### src/rtl/pattern_resp_reader_if.sv
// Response bus from a merged pattern netlist to its reader: one word per
// valid/ready transfer.
interface pattern_resp_reader_if #(
  parameter int unsigned RESP_W = 8
) ();
  logic [RESP_W-1:0] resp_in;
  logic              resp_valid;
  logic              resp_ready;

  modport master (
    output resp_in,
    output resp_valid,
    input  resp_ready
  );

  modport slave (
    input  resp_in,
    input  resp_valid,
    output resp_ready
  );
endinterface

### src/rtl/pattern_resp_reader.sv
// Reader end of the pattern-graph vector interface: accepts a programmed number
// of response words, folds them into a MISR signature and keeps the raw words
// in a small show-ahead FIFO for the test controller.
module pattern_resp_reader #(
  parameter int unsigned      RESP_W = 8,
  parameter int unsigned      SIG_W  = 16,
  parameter logic [SIG_W-1:0] POLY   = 16'h1021,
  parameter logic [SIG_W-1:0] SEED   = 16'h0000,
  parameter int unsigned      DEPTH  = 4
) (
  input  logic                  blif_clk_net,
  input  logic                  blif_reset_net,
  input  logic                  start,
  input  logic [7:0]            num_vec,
  pattern_resp_reader_if.slave  resp,
  input  logic                  rd_en,
  output logic [RESP_W-1:0]     rd_data,
  output logic                  rd_empty,
  output logic [SIG_W-1:0]      sig_out,
  output logic                  busy,
  output logic                  done,
  output logic                  underflow
);

  localparam int unsigned PtrW = $clog2(DEPTH);
  localparam logic [PtrW:0] DepthOcc = (PtrW + 1)'(DEPTH);

  localparam logic [1:0] StIdle    = 2'd0;
  localparam logic [1:0] StCapture = 2'd1;
  localparam logic [1:0] StDone    = 2'd2;

  logic [1:0]       state_q, state_d;
  logic [SIG_W-1:0] sig_q, sig_d;
  logic [7:0]       cnt_q, cnt_d;
  logic [7:0]       tgt_q, tgt_d;
  logic             und_q, und_d;

  logic [RESP_W-1:0] mem_q [DEPTH];
  logic [PtrW-1:0]   wr_ptr_q, rd_ptr_q;
  logic [PtrW:0]     occ_q, occ_d;

  logic             fifo_full;
  logic             fifo_empty;
  logic             start_ok;
  logic             accept;
  logic             pop;
  logic [SIG_W-1:0] misr_next;
  logic [SIG_W-1:0] resp_ext;

  always_comb begin
    fifo_full  = (occ_q == DepthOcc);
    fifo_empty = (occ_q == '0);
    // Readiness only looks at registered state, so it never combinationally
    // follows resp_valid or a same-cycle pop.
    resp.resp_ready = (state_q == StCapture) && !fifo_full;
    accept     = resp.resp_valid && resp.resp_ready;
    pop        = rd_en && !fifo_empty;
    start_ok   = start && (state_q != StCapture);
    resp_ext   = SIG_W'(resp.resp_in);
    misr_next  = {sig_q[SIG_W-2:0], 1'b0} ^ (sig_q[SIG_W-1] ? POLY : '0) ^ resp_ext;
  end

  always_comb begin
    state_d = state_q;
    sig_d   = sig_q;
    cnt_d   = cnt_q;
    tgt_d   = tgt_q;
    und_d   = und_q;

    unique case (state_q)
      StIdle, StDone: begin
        if (start_ok) begin
          sig_d   = SEED;
          cnt_d   = '0;
          tgt_d   = num_vec;
          state_d = (num_vec == 8'd0) ? StDone : StCapture;
        end
      end
      StCapture: begin
        if (accept) begin
          sig_d = misr_next;
          cnt_d = cnt_q + 8'd1;
          if ((cnt_q + 8'd1) == tgt_q) begin
            state_d = StDone;
          end
        end
      end
      default: state_d = StIdle;
    endcase

    if (start_ok) begin
      und_d = 1'b0;
    end
    if (rd_en && fifo_empty) begin
      und_d = 1'b1;
    end
  end

  always_comb begin
    occ_d = occ_q;
    unique case ({accept, pop})
      2'b10:   occ_d = occ_q + 1'b1;
      2'b01:   occ_d = occ_q - 1'b1;
      default: occ_d = occ_q;
    endcase
  end

  always_ff @(posedge blif_clk_net) begin
    if (blif_reset_net) begin
      state_q  <= StIdle;
      sig_q    <= SEED;
      cnt_q    <= '0;
      tgt_q    <= '0;
      und_q    <= 1'b0;
      wr_ptr_q <= '0;
      rd_ptr_q <= '0;
      occ_q    <= '0;
    end else begin
      state_q <= state_d;
      sig_q   <= sig_d;
      cnt_q   <= cnt_d;
      tgt_q   <= tgt_d;
      und_q   <= und_d;
      occ_q   <= occ_d;
      if (accept) begin
        wr_ptr_q <= wr_ptr_q + 1'b1;
      end
      if (pop) begin
        rd_ptr_q <= rd_ptr_q + 1'b1;
      end
    end
  end

  // Storage needs no reset: the occupancy counter alone decides what is valid.
  always_ff @(posedge blif_clk_net) begin
    if (accept && !blif_reset_net) begin
      mem_q[wr_ptr_q] <= resp.resp_in;
    end
  end

  assign rd_data   = fifo_empty ? '0 : mem_q[rd_ptr_q];
  assign rd_empty  = fifo_empty;
  assign sig_out   = sig_q;
  assign busy      = (state_q == StCapture);
  assign done      = (state_q == StDone);
  assign underflow = und_q;

endmodule

### src/flat_wrapper.sv
// flat-port wrapper written by rule: the top's interface ports become plain ports
module pattern_resp_reader_flat 
#(
  parameter int unsigned      RESP_W = 8,
  parameter int unsigned      SIG_W  = 16,
  parameter logic [SIG_W-1:0] POLY   = 16'h1021,
  parameter logic [SIG_W-1:0] SEED   = 16'h0000,
  parameter int unsigned      DEPTH  = 4
)
  (blif_clk_net, blif_reset_net, start, num_vec, rd_en, rd_data, rd_empty, sig_out, busy, done, underflow, resp_resp_in, resp_resp_valid, resp_resp_ready);
  pattern_resp_reader_if #(.RESP_W(RESP_W)) resp_i ();
  input  logic blif_clk_net;
  input  logic blif_reset_net;
  input  logic start;
  input  logic [7:0] num_vec;
  input  logic rd_en;
  output logic [RESP_W-1:0] rd_data;
  output logic rd_empty;
  output logic [SIG_W-1:0] sig_out;
  output logic busy;
  output logic done;
  output logic underflow;
  input wire logic [$bits(resp_i.resp_in)-1:0] resp_resp_in;
  input wire logic [$bits(resp_i.resp_valid)-1:0] resp_resp_valid;
  output wire logic [$bits(resp_i.resp_ready)-1:0] resp_resp_ready;
  assign resp_i.resp_in = resp_resp_in;
  assign resp_i.resp_valid = resp_resp_valid;
  assign resp_resp_ready = resp_i.resp_ready;
  pattern_resp_reader #(.RESP_W(RESP_W), .SIG_W(SIG_W), .POLY(POLY), .SEED(SEED), .DEPTH(DEPTH)) u_core (.blif_clk_net(blif_clk_net), .blif_reset_net(blif_reset_net), .start(start), .num_vec(num_vec), .resp(resp_i), .rd_en(rd_en), .rd_data(rd_data), .rd_empty(rd_empty), .sig_out(sig_out), .busy(busy), .done(done), .underflow(underflow));
endmodule
### config.mk
export PLATFORM = sky130hd
export DESIGN_NAME = pattern_resp_reader_flat
export DESIGN_NICKNAME = d
export VERILOG_FILES = /design/src/rtl/pattern_resp_reader_if.sv /design/src/rtl/pattern_resp_reader.sv /design/src/flat_wrapper.sv
export SDC_FILE = /design/constraint.sdc
export NUM_CORES = 1
export LEC_CHECK = 0
export CAP_MARGIN = 20
export CORE_MARGIN = 2
export CORE_UTILIZATION = 55
export CTS_CLUSTER_DIAMETER = 50
export DETAILED_ROUTE_END_ITERATION = 7
export PLACE_DENSITY = 0.81
export SETUP_SLACK_MARGIN = 0.4
export SLEW_MARGIN = 20
export SYNTH_ARGS = -nofsm -noshare
export SYNTH_HDL_FRONTEND = slang
export SYNTH_SLANG_ARGS = --single-unit
### constraint.sdc
create_clock -name blif_clk_net -period 4.85 [get_ports blif_clk_net]
set_clock_uncertainty 0.2 [all_clocks]
set_input_delay 1.2125 -clock blif_clk_net [delete_from_list [all_inputs] [get_ports blif_clk_net]]
set_output_delay 1.2125 -clock blif_clk_net [all_outputs]
set_load 0.02 [all_outputs]
==> metrics.txt, run 1 <==
type of the tightest min-delay check register to register; Post-synth EDFFs 32; via count about 2.5k; Seq. cell area 1842 sq um; Cells after Synth around 320; outcome completed; area share of the leading cell type in the synthesized netlist between 20% and 30%; total of hold buffers inserted after clock tree synthesis 0; count of distinct cell types in the synthesized netlist between 40 and 50; Slew Limit Fails 0; clock tree from TritonCTS built; area of the mapped netlist ~3500 sq um; antenna fix cells 0; top area cells in the synthesized netlist sky130_fd_sc_hd__edfxtp_1, sky130_fd_sc_hd__dfxtp_1, sky130_fd_sc_hd__a21oi_1, sky130_fd_sc_hd__mux4_2, sky130_fd_sc_hd__xnor2_1; clock-pin transition on the worst setup and hold timing paths about 80 ps; final-layout setup total negative slack 0 ps; maximum number of pins on one net before global-route repair 45; net switching component of the power approximately 460 uW; Period Utilization, post-route approximately three quarters; maximum buffer depth of the clock tree 2; final count of negative-setup-slack endpoints 0; layout-stage area growth over the synthesis result 20.29%; number of filler instances in the final layout between 400 and 500; tightest slew margin relative to the limit a little over half; Port Buf Inserts 49; largest area contributor in the netlist sky130_fd_sc_hd__edfxtp_1; via count of the first global-routing pass between 2k and 2.5k; critical path start-end classification register to output port; critical path startpoint category register; initial core utilization 57.64%; count of routing violations after the opening detailed-route iteration 169; setup repair after global routing missed its margin false; mean instance size in the synthesized netlist about 11 sq um; Achievable Freq between 0.2 and 0.3 GHz; global routing usage summed across all routing layers a little over a fifth; area of the multi-input gates 1478 sq um; vertical die dimension roughly 83 um; global-route wire length before repair 11530 um; row count 28; latest clock arrival within the worst-skew pair around 340 ps; top cell types by occurrence after synthesis sky130_fd_sc_hd__dfxtp_1, sky130_fd_sc_hd__a21oi_1, sky130_fd_sc_hd__nand2_1, sky130_fd_sc_hd__edfxtp_1, sky130_fd_sc_hd__nor2_1; remaining design rule violation count 0; most used flip-flop cell after synthesis sky130_fd_sc_hd__dfxtp_1; Critical Path AT about 2300 ps; number of buffers inserted during clock tree synthesis 9; Clock Power Share 29.9%; wire length after detailed routing 6958 um; chip width 83.24 um; top-level port count 50; combinational share of power between 20% and 30%; global placer's final weighted congestion between 0.8 and 0.9; CTS Root Buffer Type sky130_fd_sc_hd__clkbuf_8; top fanout value on the critical path 8; core utilization of the finished layout just under 70%; fraction of registers with async set or reset after synthesis 0%; Num Clock Sinks 76; max-cap check violation count 0; total number of yosys warnings 0; Resized Gates After CTS 0; category of the worst setup path capture point output port; first-pass iteration count of the detailed router 4; net count reported at finish just under 400; Final Hold Fails 0; overflow left after global routing 0; Floorplan Core Area around 6000 sq um; Internal 1.132 mW; crit path time final around 3700 ps; half-perimeter wire length after placement about 5000 um; Sequential Power Share 46.2%; htree depth 3; cell with the most instances after synthesis sky130_fd_sc_hd__dfxtp_1; peak ir drop on the vdd network approximately 0.23 mV; CP required 3440 ps; per-cell routed wire length 15.60 um; sequential cell area fraction in the yosys report a little over half; actual transition at the worst max-transition pin 714.4 ps; share of final-layout standard cells stronger than drive strength 1 9.973%; power per unit of standard cell area around 380 nW/um^2; synthesized netlist net count around 350; full die area slightly below 7000 sq um; antenna violations before repair 0; total leakage power about 1.4 nW; residual antenna-violating net count after detailed routing 0; fraction of power spent switching nets around 29%; post-synthesis sequential element count 76; total setup buffers inserted after CTS 0; average vias per placed instance 5.587
[cells by family (layout without fill, tap and decap cells)]
| group | count (synthesis) | after routing | share of synthesized area [%] |
|---|---|---|---|
| flip-flops | 76 | 76 | 53.33 |
| AND/OR/NAND/NOR | 124 | 124 | 18.70 |
| multiplexers | 8 | 8 | 5.217 |
| XOR/XNOR | 23 | 23 | 5.833 |
| buffers and inverters | 26 | 74 | 3.877 |
| AO/OA/AOI/OAI | 59 | 59 | 10.29 |
| adder cells (fa/ha/maj) | 7 | 7 | 2.754 |
[state kept, by name (all words and copies together) (netlist names), named ones only]
name              flops
u_core.cnt_q          8
u_core.mem_q         32
u_core.occ_q          3
u_core.rd_ptr_q       2
u_core.sig_out       16
u_core.state_q        2
u_core.tgt_q          8
u_core.underflow      1
u_core.wr_ptr_q       2
[layer usage]
metal / part of all wire (%) / up-vias / global-route usage [%]
met1: 42 / 1182 / 25.70
li1: - / 1220 / -
met4: 1.3 / 0 / 10.73
met2: 50 / 82 / 35.48
met3: 6.0 / 8 / 4.374
met5: 0 / - / 0
[layout by cell type, fill, tap and decap left out, drive strengths merged, types with 7 or more instances in the layout]
cell type	instances
dfxtp	44
a21oi	41
clkdlybuf4s50	49
nor3	12
nand2	33
nor2b	12
inv	7
xnor2	17
clkbuf	10
mux4	8
and2	7
edfxtp	32
nand3	11
nor2	29
[final timing paths]
path | start | to | slack (ps) | cells after the start
setup reg to reg | u_core.occ_q[2] | u_core.occ_q[2] | 2150 | 9
setup / recovery | register | rd_data[1] | 1180 | 3
hold reg to reg | u_core.tgt_q[1] | u_core.tgt_q[1] | 270 | 2
hold / removal | u_core.tgt_q[1] | u_core.tgt_q[1] | 270 | 2
[per-stage QoR]
step / area [sq um] / hold WS, ps / total power, mW / setup slack (ps) / std cells
after floorplan: 3453 / 247.8 / 0.9899 / 1539 / 323
after global placement: 3953 / 258.7 / 1.117 / 1168 / 430
after detailed placement: 3953 / 265.9 / 1.132 / 1113 / 430
after CTS: 4154 / 276.1 / 1.603 / 1096 / 446
after global routing: 4154 / 301.5 / 1.664 / 1024 / 446
final: 4154 / 272.8 / 1.589 / 1180 / 446
[final cells by class]
class | count | share of cell area (%)
clock buffers | 10 | 3.313
clock inverters | 6 | 1.536
inverters | 7 | 0.8133
multi-input cells | 221 | 35.57
flip-flops and latches | 76 | 44.34
well taps | 75 | 2.259
repair buffers | 51 | 12.17
[power groups by stage]
stage / Sequential, mW / Combinational [mW] / Clock, mW
6_report: 0.733 / 0.381 / 0.475
5_1_grt: 0.740 / 0.417 / 0.507
4_1_cts: 0.735 / 0.386 / 0.482
3_5_place_dp: 0.749 / 0.382 / 0
3_3_place_gp: 0.747 / 0.370 / 0
2_1_floorplan: 0.732 / 0.258 / 0
[worst max-delay path, stage by stage (launching register included)]
cell	delay, ps
sky130_fd_sc_hd__dfxtp_1	650
sky130_fd_sc_hd__mux4_2	570
sky130_fd_sc_hd__nor2b_1	150
sky130_fd_sc_hd__clkdlybuf4s50_1	530
No activity file was read; power rests on OpenSTA's default activity.
==> inputs of run 2 (changes only) <==
--- a/config.mk
+++ b/config.mk
@@ -7,10 +7,10 @@
 export LEC_CHECK = 0
 export CAP_MARGIN = 20
 export CORE_MARGIN = 2
-export CORE_UTILIZATION = 55
+export CORE_UTILIZATION = 49
 export CTS_CLUSTER_DIAMETER = 50
 export DETAILED_ROUTE_END_ITERATION = 7
-export PLACE_DENSITY = 0.81
+export PLACE_DENSITY = 0.76
 export SETUP_SLACK_MARGIN = 0.4
 export SLEW_MARGIN = 20
 export SYNTH_ARGS = -nofsm -noshare
==> constraint.sdc (replaced) <==
create_clock -name blif_clk_net -period 3.05 [get_ports blif_clk_net]
set_clock_uncertainty 0.2 [all_clocks]
set_input_delay 0.7625 -clock blif_clk_net [delete_from_list [all_inputs] [get_ports blif_clk_net]]
set_output_delay 0.7625 -clock blif_clk_net [all_outputs]
set_load 0.02 [all_outputs]
==> run 2 against run 1 <==
Largest cell class unchanged. Via count about the same. Clock power increased by 55%. Total power increased by 62%. Sequential share of layout area decreased by 1.3 points. Critical path depth increased by 2. Global-route usage decreased by 2.6 points. Worst hold slack improved by 1.8 ps. Die area increased by 12%.
==> metrics.txt, run 2 (synthesis gave the netlist of run 1 again) <==
half-perimeter wire length after placement 4709 um; Final Hold Fails 0; cell breakdown of the critical path buf_6 > buf_12 > mux4_2 > nor2b_1 > clkbuf_2; stage delay of the slowest cell on the critical path 480 ps; global-route wire length before repair about 11000 um; leading cell types in the layout, fill and taps excluded sky130_fd_sc_hd__dfxtp_1, sky130_fd_sc_hd__a21oi_1, sky130_fd_sc_hd__clkdlybuf4s50_1, sky130_fd_sc_hd__nand2_1, sky130_fd_sc_hd__edfxtp_1; via count roughly 2.5k; number of buffers inserted during clock tree synthesis 9; power per unit of standard cell area 600.2 nW/um^2; Floorplan Core Area 6794 sq um; final count of negative-setup-slack endpoints 0; net count reported at finish 407; count of routing violations after the opening detailed-route iteration 99; per-cell routed wire length 14.33 um; Achievable Freq approximately 0.38 GHz; residual antenna-violating net count after detailed routing 0; category of the worst setup path capture point output port; first-pass iteration count of the detailed router 4; Clock Power Share 28.7%; chip width between 80 and 90 um; top fanout value on the critical path 5; latest clock arrival within the worst-skew pair ~350 ps; antenna violations before repair 0; core utilization of the finished layout ~63%; number of filler instances in the final layout 565; remaining design rule violation count 0; net switching component of the power ~750 uW; Slew Limit Fails 0; via count of the first global-routing pass between 2k and 2.5k; peak ir drop on the vdd network about 0.38 mV; maximum buffer depth of the clock tree 2; htree depth 3; crit path time final about 2600 ps; Port Buf Inserts about 50; cell family with the largest share of critical-path delay multiplexers; Sequential Power Share 44.7%; clock tree from TritonCTS built; full die area 7735 sq um; final-layout setup total negative slack 0 ps; global placer's final weighted congestion about 0.81; initial core utilization around half; average vias per placed instance roughly 5.2; CTS Root Buffer Type sky130_fd_sc_hd__clkbuf_8; CP required approximately 2100 ps; row count 30; overflow left after global routing 0; Internal ~1.8 mW; top-level port count 50; actual transition at the worst max-transition pin 568.3 ps; critical path startpoint category register; vertical die dimension 87.95 um; wire length after detailed routing between 6000 and 7000 um; critical path start-end classification register to output port; total leakage power ~1.5 nW; maximum number of pins on one net before global-route repair 44; clock-pin transition on the worst setup and hold timing paths 80 ps; antenna fix cells 0; Period Utilization, post-route 86.35%; register with the highest flop count u_core.mem_q; most common cell after layout, fill and taps aside sky130_fd_sc_hd__dfxtp_1; count of buffer and inverter cells on the critical path 3; global routing usage summed across all routing layers 18.55%; share of final-layout standard cells stronger than drive strength 1 about 17%; tightest slew margin relative to the limit slightly above 60%; Critical Path AT 1670 ps; type of the tightest min-delay check register to register; combinational share of power 26.7%; flip-flop count of the largest register, all copies and words added 32; fraction of power spent switching nets between 20% and 30%; layout-stage area growth over the synthesis result 24.02%; outcome completed; cell with the largest stage delay on the worst path sky130_fd_sc_hd__mux4_2; setup repair after global routing missed its margin true; Num Clock Sinks 76; max-cap check violation count 0; Fin Hold WS between 200 and 300 ps
## run 2: cell count changes in the layout (fill, tap and decap cells not counted), sizes merged
| cell | delta |
|---|---|
| clkinvlp | +1 |
| clkdlybuf4s50 | -12 |
| clkinv | -2 |
| clkbuf | +2 |
| dlymetal6s2s | +2 |
| buf | +20 |
| dlygate4sd2 | +2 |
## run 2: what timing repair did
item | CTS | global route
resized for setup | 32 | 13
pin swaps | 0 | 4
endpoints found under the setup margin | 10 | 7
buffers inserted | 3 | 2
hold buffers | 0 | 0
## run 2: path summary, 6_finish.rpt
kind / depth (start not counted) / startpoint / endpoint / slack (ps)
max: 5 / register / rd_data[2] / 420
min reg2reg: 2 / u_core.sig_out[8] / u_core.sig_out[9] / 270
max reg2reg: 9 / u_core.occ_q[2] / u_core.occ_q[2] / 510
min: 2 / u_core.sig_out[8] / u_core.sig_out[9] / 270
## run 2: final cells by class
| class | count | area [sq um] | area share (%) |
|---|---|---|---|
| Clock buffer | 11 | 131.4 | 3.067 |
| Clock inverter | 5 | 55.05 | 1.285 |
| Inverter | 7 | 33.78 | 0.7888 |
| Multi-Input combinational cell | 221 | 1504 | 35.12 |
| Sequential cell | 76 | 1844 | 43.06 |
| Tap cell | 96 | 120.1 | 2.805 |
| Timing Repair Buffer | 64 | 594.3 | 13.88 |
## run 2: through the flow
step | area [sq um] | cells | total power [mW] | worst slack (ps)
floorplan | 3468 | 323 | 1.587 | 299.1
global placement | 4054 | 459 | 1.818 | 106.2
detailed placement | 4054 | 459 | 1.831 | 64.71
CTS | 4228 | 478 | 2.543 | 301.8
global route | 4283 | 480 | 2.697 | 350.5
finish | 4283 | 480 | 2.570 | 416.5
## run 2: routing by layer
metal / global-route usage [%] / vias to the layer above / part of all wire (%)
li1: - / 1244 / -
met1: 24.98 / 1170 / 48
met2: 28.93 / 67 / 45
met3: 4.053 / 12 / 5.4
met4: 8.252 / 0 / 2.0
met5: 0 / - / 0
## run 2: worst min-delay path: cells and delay by family, from the launching register on
family,cells,cell delay (ps)
DFF,1,330
and+or+nand+nor,1,60
AOI/OAI and AO/OA,1,50
## run 2: power by group through the flow
stage	Sequential, mW	Combinational [mW]	Clock (mW)
CTS	1.15	0.641	0.755
finish	1.15	0.685	0.737
detailed placement	1.17	0.662	0
global route	1.15	0.746	0.796
floorplan	1.16	0.423	0
global placement	1.17	0.651	0
==> patch 1: new RTL, config.mk and constraints of run 1 <==
`DEPTH` is set to 4 in 2 places; all go to 8.
--- a/src/rtl/pattern_resp_reader.sv
+++ b/src/rtl/pattern_resp_reader.sv
@@ -6,7 +6,7 @@
   parameter int unsigned      SIG_W  = 16,
   parameter logic [SIG_W-1:0] POLY   = 16'h1021,
   parameter logic [SIG_W-1:0] SEED   = 16'h0000,
-  parameter int unsigned      DEPTH  = 4
+  parameter int unsigned      DEPTH  = 8
 ) (
   input  logic                  blif_clk_net,
   input  logic                  blif_reset_net,
--- a/src/flat_wrapper.sv
+++ b/src/flat_wrapper.sv
@@ -5,7 +5,7 @@
   parameter int unsigned      SIG_W  = 16,
   parameter logic [SIG_W-1:0] POLY   = 16'h1021,
   parameter logic [SIG_W-1:0] SEED   = 16'h0000,
-  parameter int unsigned      DEPTH  = 4
+  parameter int unsigned      DEPTH  = 8
 )
   (blif_clk_net, blif_reset_net, start, num_vec, rd_en, rd_data, rd_empty, sig_out, busy, done, underflow, resp_resp_in, resp_resp_valid, resp_resp_ready);
   pattern_resp_reader_if #(.RESP_W(RESP_W)) resp_i ();
Behaviour: not the same (Yosys sat finds a counterexample within 10 cycles, from zero or initial values and one cycle with blif_reset_net high).
==> patch 1 against run 1 <==
Non-clock buffer count up 7. Routed wire length is 38% higher. Power rose by 36%. Setup slack got worse by 340 ps. Final area up 34%. Sequential power rose by 49%. Count of clock-buffer cells in the layout is 1 lower. Critical endpoint is now rd_data[2]. Sequential cell count up 36. Fmax down 8.4%. Synthesized area rose by 39%.
==> patch 1: results (changes against run 1) <==
The share of the synthesized area in compound gates (AO/OA/AOI/OAI) works out to 6.80% (-3.5 points). The cell count after placement is 533 (+24%), and the pin count of the biggest net entering global routing is 47 (+4.4%). The routed length on met2 was 4860 um (+39%); the hold slack was 280 ps (+7.05 ps). Setup slack after layout: 843 ps (-337 ps). The total via count in the routed design came out at 3158 (+27%). Synthesized net count: 417 (+19%). For the wire length on met1, the log shows 4050 um (+37%). Mux contribution to synthesized area: 9.83% (+4.6 points). The flow ran to the end, and the final reports show no timing, DRC or antenna violations. The share of total power consumed by net switching was 30.4% (+1.7 points). In this run the critical register-to-register path is launched from u_core.occ_q[1]. Measured slew at the worst slew-check pin: 1030 ps (+312 ps). The total placed instance area was 0.00536 sq mm (+36%); the largest stage delay on the critical path was 610 ps (-40 ps). The flip-flop count of the largest register after layout is 64 (+100%), and the detailed route wirelength on metal3 is 480 um (+15%). The arrival time at the worst endpoint was 2590 ps (+330 ps); the adder and majority cell fraction of the synthesized area was 1.57% (-1.2 points).

The critical path ends at rd_data[2]. Proportion of power drawn by flip-flops and latches: 50.3% (+4.1 points). Number of global-route vias before repair: 3108 (+28%). The number of nets in the finished design was 463 (+18%); the half-perimeter wire length of the detailed placement result was 6350 um (+27%).

The clock latency on the worst-skew pair was 380 ps (+40 ps); the largest driver fanout on the critical path was 10 (+2). The total negative setup slack came out at 0 ps (unchanged). The number of synthesized flops with an enable pin works out to 64 (+100%). The run gives 1770 ps (-380 ps) as the setup slack of the most critical reg-to-reg path. Counting flops per register, the top entry is u_core.mem_q. In the post-synthesis netlist, the biggest area contributors are sky130_fd_sc_hd__edfxtp_1 40%, sky130_fd_sc_hd__dfxtp_1 20%, sky130_fd_sc_hd__mux4_2 7.5%.

The run gives 45 (-8.2%) as the count of cell types in the netlist. The tools report the pre-CTS worst setup slack as 675 ps (-438 ps). The run gives 390 (+21%) as the synthesized netlist cell count.

Final weighted congestion in routability-driven placement: 0.774 (-5.1%). The fraction of the yosys area taken by sequential cells is 60.2% (+6.9 points), and the power density relative to cell area is 389 mW/mm^2 (+1.7%). In the synthesized netlist, the cells that appear most often are 64 x sky130_fd_sc_hd__edfxtp_1, 48 x sky130_fd_sc_hd__dfxtp_1, 41 x sky130_fd_sc_hd__nor2_1. The leakage power was 0.00187 uW (+36%); the fraction of layout instances using a drive strength above 1 was 10.7% (+0.68 points). The combinational-cell power consumption is 534 uW (+40%), and the count of placed standard cells in the final layout, fillers left out is 549 (+23%).

The cell family contributing the most delay on the critical path is buffers and inverters.
## patch 1: changes by cell type in the layout (fill, tap and decap cells not counted), sizes merged, moves of 3 or more
| cell | change |
|---|---|
| and2 | -4 |
| buf | +7 |
| a21oi | -5 |
| dfxtp | +4 |
| nor4 | -3 |
| xor2 | +5 |
| edfxtp | +32 |
| mux2i | +11 |
| nor2b | -7 |
| nor2 | +12 |
| nor3 | +3 |
| mux4 | +8 |
| o21ai | +6 |
## patch 1: cell type report
cell class | count | area, sq um
clock inverter | 7 | 65.1
clock buffer | 9 | 124
inverter | 3 | 12.5
sequential | 112 | 2880
timing repair buffer | 58 | 558
fill | 675 | 3040
multi-input combinational | 252 | 1770
tap | 108 | 135
## patch 1: routing by layer
metal	global-route usage (%)	vias to the layer above
met5	0	-
met4	9.19	0
met3	3.67	18
met2	35.2	97
met1	26.6	1538
li1	-	1505
==> patch 2: new RTL, config.mk and constraints of run 1 <==
Without the edit above. Put one more register stage on the output `underflow`, with the module's reset. The value now appears one clock later. The other outputs are not delayed to match.
--- a/src/rtl/pattern_resp_reader.sv
+++ b/src/rtl/pattern_resp_reader.sv
@@ -143,7 +143,13 @@
   assign sig_out   = sig_q;
   assign busy      = (state_q == StCapture);
   assign done      = (state_q == StDone);
-  assign underflow = und_q;
+  always_ff @(posedge blif_clk_net) begin
+    if (blif_reset_net) begin
+      underflow <= '0;
+    end else begin
+      underflow <= und_q;
+    end
+  end
 
 endmodule
 
Check against the original RTL: not equivalent (Yosys sat finds a counterexample within 4 cycles, from zero or initial values and one cycle with blif_reset_net high).
==> patch 2 against run 1 <==
Sequential cell count is 1 higher. Setup slack hardly changed. Power grew 1.9%. Synthesized cell count increased by 2.8%. Final area grew 1.7%. Synthesized area grew 0.87%. Routed wire length fell by 0.89%. Highest routed layer unchanged. Critical path type unchanged.
==> patch 2: results (changes against run 1) <==
The wire length per cell was 15.1 um (-3.3%); the relative slew slack was 56.6% (+4.3 points). The logs give 0 (unchanged) for the post-CTS setup buffer count and 5 (+1) for the number of search-and-repair iterations in the first detailed-routing pass. The logs give 405 (+2.8%) for the number of nets in the finished design and 441 (+2.6%) for the cell count after placement. The total placed instance area came out at 0.00401 sq mm (+1.3%). The flip-flop count of the largest register after layout came out at 32 (unchanged). The worst supply voltage drop on vdd was 0.275 mV (+22%). The number of global-route vias before repair is 2465 (+1.3%), and the fraction of layout instances using a drive strength above 1 is 9.95% (-0.025 points). The run gives 0.00145 uW (+5.0%) as the leakage power.

Final weighted congestion in routability-driven placement: 0.851 (+4.3%). The switching power summed over all nets is 452 uW (-1.2%), and the synthesized netlist cell count is 332 (+2.8%). The setup slack of the most critical reg-to-reg path came out at 2010 ps (-140 ps). The path class of the tightest hold or removal check is flip-flop to flip-flop.

The dominant synthesized flop cell was sky130_fd_sc_hd__dfxtp_1. The total via count in the routed design is 2584 (+3.7%), and the final cycle utilization of the critical path is 75.7% (about the same). For the global router's overall resource usage, the log shows 21.0% (-0.16 points). After synthesis, the cell types taking the most area are sky130_fd_sc_hd__edfxtp_1 28%, sky130_fd_sc_hd__dfxtp_1 26%, sky130_fd_sc_hd__a21oi_1 5.6%.

Sorting the synthesized cells by how often they occur yields 45 x sky130_fd_sc_hd__dfxtp_1, 39 x sky130_fd_sc_hd__a21oi_1, 33 x sky130_fd_sc_hd__nor2_1. The slowest stage of the critical path belongs to the cell sky130_fd_sc_hd__dfxtp_1. The number of antenna violations at the first check in global routing was 0 (unchanged); the count of cell types in the netlist was 47 (-4.1%).

The arrival time at the worst endpoint was 2260 ps (about the same). The tools report the pin count of the biggest net entering global routing as 38 (-16%). The logs give 457 (+2.5%) for the count of placed standard cells in the final layout, fillers left out and 11700 um (+1.5%) for the first-pass GRT wire length.

Worst reg2reg path depth: 10 (+1). The number of setup violations in the final report is 0 (unchanged), and the pre-CTS worst setup slack is 1180 ps (+64.3 ps). The flow ran to the end, and the final reports show no timing, DRC or antenna violations.

The half-perimeter wire length of the detailed placement result is 4870 um (-2.7%). The logs give 268 ps (-4.72 ps) for the hold slack and 93 (-45%) for the number of DRC violations after detailed-routing iteration 0. For the synthesized net count, the log shows 360 (+2.6%). For the fraction of the yosys area taken by sequential cells, the log shows 53.4% (+0.11 points).
## patch 2: changes by cell type in the layout (fill, tap and decap cells not counted), sizes merged, moves of 3 or more
cell	before	now
and3	1	7
nor3b	1	4
buf	2	6
inv	7	10
and2	7	3
nor2	29	33
## patch 2: per-layer routing
metal,routed length [um],vias to the layer above,global-route usage [%]
li1,-,1252,-
met1,2970,1253,26.1
met2,3580,71,36.2
met3,295,8,3.96
met4,55,0,7.92
met5,0,-,0
## patch 2: cell type report
type	instances	area, sq um
clock buffers	9	124
clock inverters	7	95.1
fillers	461	1800
inverters	8	36.3
multi-input cells	226	1480
flip-flops and latches	77	1860
well taps	75	93.8
repair buffers	55	536
## patch 2: power groups by stage
stage | logic, uW | registers [uW] | clock network, uW
floorplan | 237 | 738 | 0
global placement | 345 | 752 | 0
detailed placement | 355 | 754 | 0
CTS | 357 | 739 | 536
global route | 383 | 744 | 566
finish | 353 | 738 | 529
## patch 2: cells by family after synthesis
| family | Yosys count | synth area share [%] |
|---|---|---|
| AO/OA/AOI/OAI | 60 | 10.2 |
| XOR/XNOR | 23 | 5.78 |
| adder cells (fa/ha/maj) | 7 | 2.73 |
| buffers and inverters | 29 | 4.13 |
| AND/OR/NAND/NOR | 128 | 18.6 |
| flip-flops | 77 | 53.4 |
| multiplexers | 8 | 5.17 |
## patch 2: final timing paths
kind	from	end
min	u_core.tgt_q[0]	u_core.tgt_q[0]
max	flip-flop	rd_data[3]
min reg2reg	u_core.tgt_q[0]	u_core.tgt_q[0]
max reg2reg	u_core.state_q[1]	u_core.occ_q[2]
## patch 2: worst register-to-register path: stages, from the launching register on
cell,delay [ps]
sky130_fd_sc_hd__dfxtp_1,360
sky130_fd_sc_hd__nand2b_2,330
sky130_fd_sc_hd__clkinv_2,180
sky130_fd_sc_hd__and3_4,280
sky130_fd_sc_hd__inv_6,180
sky130_fd_sc_hd__ha_1,210
sky130_fd_sc_hd__inv_1,70
sky130_fd_sc_hd__fa_1,390
sky130_fd_sc_hd__xor2_1,160
sky130_fd_sc_hd__or3_1,310
sky130_fd_sc_hd__a21oi_1,140
## patch 2: metrics by stage
stage	total power, uW	util (%)
detailed placement	1110	66.5
global placement	1100	66.5
global route	1690	70.1
finish	1620	70.1
floorplan	975	-
CTS	1630	70.1
